[config.mk]
export PLATFORM = sky130hd
export DESIGN_NAME = handshake_const_sink_flat
export DESIGN_NICKNAME = d
export VERILOG_FILES = /design/src/rtl/handshake_const_sink_if.sv /design/src/rtl/handshake_const_sink.sv /design/src/flat_wrapper.sv
export SDC_FILE = /design/constraint.sdc
export NUM_CORES = 1
export LEC_CHECK = 0
export BUFFER_PORTS_ARGS = -buffer_cell sky130_fd_sc_hd__buf_2
export CAP_MARGIN = 10
export CORE_MARGIN = 1.5
export CORE_UTILIZATION = 39
export DETAILED_ROUTE_END_ITERATION = 8
export GPL_ROUTABILITY_DRIVEN = 0
export PLACE_DENSITY = 0.79
export SYNTH_ARGS = -nofsm -noshare
export SYNTH_HDL_FRONTEND = slang
export SYNTH_SLANG_ARGS = --single-unit
[constraint.sdc]
create_clock -name clk -period 2 [get_ports clk]
set_input_delay 0.1 -clock clk [delete_from_list [all_inputs] [get_ports clk]]
set_output_delay 0.1 -clock clk [all_outputs]
set_load 0.005 [all_outputs]
[src/rtl/handshake_const_sink_if.sv]
// -----------------------------------------------------------------------------
// handshake_const_sink_if
//
// Purpose:
//    Bundles the two elastic channels seen by handshake_const_sink. The first
//    channel carries a data token into the sink. The second channel carries a
//    dataless control token out of the sink.
//
// Signals:
//    ins         payload of the incoming data token (DATA_WIDTH bits)
//    ins_valid   upstream presents a data token
//    ins_ready   sink can take a data token
//    outs_valid  sink presents a control token
//    outs_ready  downstream takes the control token
//
// Modports:
//    master  environment side: drives ins/ins_valid/outs_ready
//    slave   sink side: drives ins_ready/outs_valid
// -----------------------------------------------------------------------------
interface handshake_const_sink_if #(
   parameter int unsigned DATA_WIDTH = 32
);

   logic [DATA_WIDTH-1:0] ins;
   logic                  ins_valid;
   logic                  ins_ready;
   logic                  outs_valid;
   logic                  outs_ready;

   modport master (
      output ins,
      output ins_valid,
      output outs_ready,
      input  ins_ready,
      input  outs_valid
   );

   modport slave (
      input  ins,
      input  ins_valid,
      input  outs_ready,
      output ins_ready,
      output outs_valid
   );

endinterface

[src/rtl/handshake_const_sink.sv]
// -----------------------------------------------------------------------------
// handshake_const_sink
//
// Purpose:
//    Consumes data tokens on an elastic valid/ready channel and drops their
//    payload. Each accepted token is re-emitted as a dataless control token
//    through a two-slot buffer. Only the buffer occupancy is stored, because
//    the slots carry no data. Accepted tokens are counted. An optional checker
//    compares every accepted payload with EXPECTED and latches the first
//    payload that differs.
//
// Configuration macro:
//    HANDSHAKE_CONST_SINK_CHECK_EN  when defined, the payload checker and the
//                                   err/err_data registers are built. When it
//                                   is not defined, err and err_data are
//                                   tied to 0.
//
// Parameters:
//    DATA_WIDTH   payload width
//    EXPECTED     reference payload; only the low DATA_WIDTH bits are used
//    COUNT_WIDTH  width of the accepted-token counter
//
// Ports:
//    clk          rising-edge clock
//    rst          asynchronous, active-low reset
//    bus          slave side of handshake_const_sink_if (ins, ins_valid,
//                 ins_ready, outs_valid, outs_ready)
//    token_count  number of accepted tokens, modulo 2^COUNT_WIDTH
//    err          sticky payload-mismatch flag
//    err_data     payload of the first mismatching token
// -----------------------------------------------------------------------------
module handshake_const_sink #(
   parameter int unsigned DATA_WIDTH  = 32,
   parameter logic [31:0] EXPECTED    = 32'h0000_0010,
   parameter int unsigned COUNT_WIDTH = 16
) (
   input  logic                   clk,
   input  logic                   rst,
   handshake_const_sink_if.slave  bus,
   output logic [COUNT_WIDTH-1:0] token_count,
   output logic                   err,
   output logic [DATA_WIDTH-1:0]  err_data
);

   typedef enum logic [1:0] {
      OCC_EMPTY = 2'd0,
      OCC_ONE   = 2'd1,
      OCC_FULL  = 2'd2
   } occ_e;

   occ_e                   occ_q;
   occ_e                   occ_d;
   logic                   insReady;
   logic                   outsValid;
   logic                   inXfer;
   logic                   outXfer;
   logic [COUNT_WIDTH-1:0] count_q;
   logic [COUNT_WIDTH-1:0] count_d;

   // The handshake outputs come only from the registered occupancy. A change
   // on outs_ready or ins_valid therefore cannot reach the opposite side
   // within the same cycle. This is what lets these sinks be chained
   // without creating combinational loops.
   always_comb begin
      insReady  = 1'b1;
      outsValid = 1'b0;
      unique case (occ_q)
         OCC_EMPTY: begin
            insReady  = 1'b1;
            outsValid = 1'b0;
         end
         OCC_ONE: begin
            insReady  = 1'b1;
            outsValid = 1'b1;
         end
         OCC_FULL: begin
            insReady  = 1'b0;
            outsValid = 1'b1;
         end
         default: begin
            insReady  = 1'b1;
            outsValid = 1'b0;
         end
      endcase
   end

   assign inXfer         = bus.ins_valid  && insReady;
   assign outXfer        = outsValid      && bus.outs_ready;
   assign bus.ins_ready  = insReady;
   assign bus.outs_valid = outsValid;

   // Next occupancy. The buffer grows when only the input side moves and
   // shrinks when only the output side moves. When both sides move, or
   // neither does, the occupancy stays the same. An input transfer cannot
   // occur when the buffer is full, and an output transfer cannot occur
   // when it is empty, so those cases are not coded.
   always_comb begin
      occ_d = occ_q;
      unique case (occ_q)
         OCC_EMPTY: begin
            if (inXfer) occ_d = OCC_ONE;
         end
         OCC_ONE: begin
            if (inXfer && !outXfer)      occ_d = OCC_FULL;
            else if (!inXfer && outXfer) occ_d = OCC_EMPTY;
         end
         OCC_FULL: begin
            if (outXfer) occ_d = OCC_ONE;
         end
         default: occ_d = OCC_EMPTY;
      endcase
   end

   // The accepted-token counter only watches the input side and wraps
   // naturally at 2^COUNT_WIDTH.
   always_comb begin
      count_d = count_q;
      if (inXfer) count_d = count_q + COUNT_WIDTH'(1);
   end

   // Occupancy and counter registers. Asserting reset empties the buffer at
   // once, and any buffered control tokens are lost.
   always_ff @(posedge clk or negedge rst) begin
      if (!rst) begin
         occ_q   <= OCC_EMPTY;
         count_q <= '0;
      end else begin
         occ_q   <= occ_d;
         count_q <= count_d;
      end
   end

   assign token_count = count_q;

`ifdef HANDSHAKE_CONST_SINK_CHECK_EN
   localparam logic [DATA_WIDTH-1:0] EXPECTED_VALUE = DATA_WIDTH'(EXPECTED);

   logic                  errFlag_q;
   logic                  errFlag_d;
   logic [DATA_WIDTH-1:0] errData_q;
   logic [DATA_WIDTH-1:0] errData_d;

   // The first accepted payload that differs from the reference is kept for
   // debug. After the flag is set, the captured value stays frozen until
   // reset, so later mismatches cannot overwrite the original culprit.
   always_comb begin
      errFlag_d = errFlag_q;
      errData_d = errData_q;
      if (inXfer && !errFlag_q && (bus.ins != EXPECTED_VALUE)) begin
         errFlag_d = 1'b1;
         errData_d = bus.ins;
      end
   end

   // Checker registers. Only reset clears them.
   always_ff @(posedge clk or negedge rst) begin
      if (!rst) begin
         errFlag_q <= 1'b0;
         errData_q <= '0;
      end else begin
         errFlag_q <= errFlag_d;
         errData_q <= errData_d;
      end
   end

   assign err      = errFlag_q;
   assign err_data = errData_q;
`else
   // No checker is built in this configuration.
   assign err      = 1'b0;
   assign err_data = '0;
`endif

endmodule

[src/flat_wrapper.sv]
// flat-port wrapper written by rule: the top's interface ports become plain ports
module handshake_const_sink_flat 
#(
   parameter int unsigned DATA_WIDTH  = 32,
   parameter logic [31:0] EXPECTED    = 32'h0000_0010,
   parameter int unsigned COUNT_WIDTH = 16
)
  (clk, rst, token_count, err, err_data, bus_ins, bus_ins_valid, bus_outs_ready, bus_ins_ready, bus_outs_valid);
  handshake_const_sink_if #(.DATA_WIDTH(DATA_WIDTH)) bus_i ();
  input  logic clk;
  input  logic rst;
  output logic [COUNT_WIDTH-1:0] token_count;
  output logic err;
  output logic [DATA_WIDTH-1:0] err_data;
  input wire logic [$bits(bus_i.ins)-1:0] bus_ins;
  input wire logic [$bits(bus_i.ins_valid)-1:0] bus_ins_valid;
  input wire logic [$bits(bus_i.outs_ready)-1:0] bus_outs_ready;
  output wire logic [$bits(bus_i.ins_ready)-1:0] bus_ins_ready;
  output wire logic [$bits(bus_i.outs_valid)-1:0] bus_outs_valid;
  assign bus_i.ins = bus_ins;
  assign bus_i.ins_valid = bus_ins_valid;
  assign bus_i.outs_ready = bus_outs_ready;
  assign bus_ins_ready = bus_i.ins_ready;
  assign bus_outs_valid = bus_i.outs_valid;
  handshake_const_sink #(.DATA_WIDTH(DATA_WIDTH), .EXPECTED(EXPECTED), .COUNT_WIDTH(COUNT_WIDTH)) u_core (.clk(clk), .rst(rst), .bus(bus_i), .token_count(token_count), .err(err), .err_data(err_data));
endmodule
==> impl_metrics.yaml <==
routing:
  first_pass_iters: 5
  avgRoutedWirePerCell_microns: 10.53
  viasPerCell: 4.333
  drt_first_iter_violations: 9
  routed_wl_microns: 1801
  drc_errors: 0
  drtAntennaViolNets: 0
  vias: 741
clock_tree:
  cts_buffers: 3
  cts_tree: "built"
  h-tree-depth: 1
  cts_buffer_depth: 2
  clock_latency_ns: 0.29
  path_clk_slew_ns: 0.11
  clock_sinks: 18
  clock-root-buffer: "clkbuf_4"
yosys:
  synth_seq_cells: 18
  ys_top_cells_by_area: "dfrtp_1, buf_4, xor2_1"
  synth_top_area_share_pct: 39.47
  async_reset_ff_share_pct: 100.0
  synth.most_common_cell: "buf_4"
  syn_inst: 114
  synth_edf_count: 0
  syn-cell-area_sq_um: 1141
  ys_seq_area_share_pct: 39.47
  synthFlopType: "dfrtp_1"
  synthDistinctLibCells: 27
  yosys.area.top_type: "dfrtp_1"
  syn_avg_cell_area_sq_um: 10.01
  synth.top_cells.by_count: "buf_4, dfrtp_1, xor2_1, nand2_1, nor2_1"
  yosysWarnings: 0
global_route:
  track_usage_pct: 11.25
  grt_pass1_wl_microns: 2960
  grt_max_degree: 19
  antenna_found_initial: 0
  grt_pass1_vias: 673
  grt-ovfl-total: 0
worst_setup_path:
  worstPathRequired_ns: 2.22
  crit_path_start_kind: "register"
  criticalPathCategory: "reg -> reg"
  path_max_fanout: 6
  end_kind: "register"
  arrival_ns: 2.02
power_and_ir_drop:
  total_power_mw: 1.212
  leakage_nw: 0.6841
  peakVddDrop_mv: 0.6070
  pwr_density_cell_nw_per_um2: 992.9
timing:
  setup_viol: 0
  rsz0062_at_grt: "no"
  post-route-period-util_pct: 89.98
  hold_violations: 0
  holdWs_ns: 0.1784
  finalCriticalPeriod_ns: 1.800
  setup_tns_ns: 0
  slew_violations: 0
  fmax_ghz: 0.5557
  skew_ns: 0.001224
floorplanning:
  initial_core_util_pct: 41.38
  die-area_sq_um: 3259
  core_area_sq_um: 2758
  die_y_microns: 57.09
  ioPinCount: 87
  fp-row-count: 19
  die_w_microns: 57.09
hold_path:
  min_path_type: "in -> reg"
layout:
  syn2layout_area_growth_pct: 7.017
  nets: 182
  n_antenna_cell: 0
  fill_cells: 286
  drive_above_1_share_pct: 22.14
placed_design:
  io_buffers: 21
  hpwl_microns: 1422
status:
  status: "finished clean"
run:
  drv_cap: 0
-- sequential cells by signal (all words and copies together) (netlist names) --
register            cells
u_core.token_count     16
u_core.occ_q            2
-- stage by stage --
stage          std cells  util, %  setup slack, ns  instance area, sq um
2_1_floorplan        146        -           0.2574                  1261
3_3_place_gp         165    42.06           0.2143                  1160
3_5_place_dp         165    42.06           0.1254                  1160
4_1_cts              170    43.74          0.08273                  1206
5_1_grt              171    44.28          0.05218                  1221
6_report             171    44.28           0.2004                  1221
-- layer usage --
| layer | track usage, % | vias to the layer above | wire (microns) |
|---|---|---|---|
| li1 | - | 355 | - |
| met1 | 14.86 | 355 | 761 |
| met2 | 19.38 | 31 | 916 |
| met3 | 2.268 | 0 | 123 |
| met4 | 1.993 | 0 | 0 |
| met5 | 0 | - | 0 |
-- power by group --
group	internal (mW)	leakage [nW]	switching [mW]
sequential	0.447	0.232	0.0950
clock	0.111	0.0210	0.116
combinational	0.225	0.431	0.219
total	0.783	0.684	0.430
-- timing repair --
item | in CTS | in global routing
hold buffers | 1 | 0
resized for setup | 0 | 2
setup buffers | 0 | 1
endpoints found under the setup margin | 0 | 4
endpoints found under the hold margin | 18 | 0
-- placed cells by master (no fill, tap or decap), types with 2 or more instances in the layout --
| cell type | synthesis | layout |
|---|---|---|
| nor2_1 | 6 | 6 |
| clkbuf_4 | 0 | 3 |
| dfrtp_1 | 18 | 18 |
| nand3_1 | 3 | 3 |
| inv_1 | 5 | 5 |
| ha_1 | 5 | 5 |
| nor2b_1 | 3 | 2 |
| nand2_1 | 6 | 6 |
| nand4_1 | 2 | 2 |
| xnor2_1 | 5 | 5 |
| buf_4 | 33 | 2 |
| xor2_1 | 10 | 10 |
| conb_1 | 1 | 33 |
| buf_2 | 1 | 21 |
| and3_1 | 2 | 2 |
-- logic make-up after synthesis --
group,share of synthesized area (%)
buffers and inverters,23.79
xor gates and xnor gates,11.51
muxes,1.864
DFF,39.47
AOI/OAI and AO/OA,3.290
and+or+nand+nor,14.25
adders and majority gates,5.482
other,0.3286
-- final timing paths --
path / cells past startpoint / start / slack [ns] / endpoint
max: 7 / u_core.occ_q[0] / 0.20 / u_core.token_count[10]
min: 3 / bus_outs_ready / 0.18 / u_core.occ_q[1]
max reg2reg: 7 / u_core.occ_q[0] / 0.20 / u_core.token_count[10]
min reg2reg: 1 / u_core.token_count[15] / 0.48 / u_core.token_count[15]
max in group asynchronous: 2 / rst / 1.47 / u_core.token_count[4]
min in group asynchronous: 2 / rst / 0.25 / u_core.token_count[0]
-- worst max-delay path, stage by stage, from the launching register on --
cell and delay (ns):
dfrtp_1 0.37, inv_1 0.07, ha_1 0.23, buf_4 0.16, nand3b_1 0.24, or3_1 0.37
nor2_1 0.14, xor2_1 0.15
-- layout make-up --
class                      instances  area [sq um]  area share (%)
timing repair buffer              24         130.1           10.66
multi-input combinational         89         546.8           44.77
clock buffer                       4         36.28           2.971
tap                               31         38.79           3.176
inverter                           5         18.77           1.537
sequential                        18         450.4           36.89
Power figures use the tool's default switching activity.
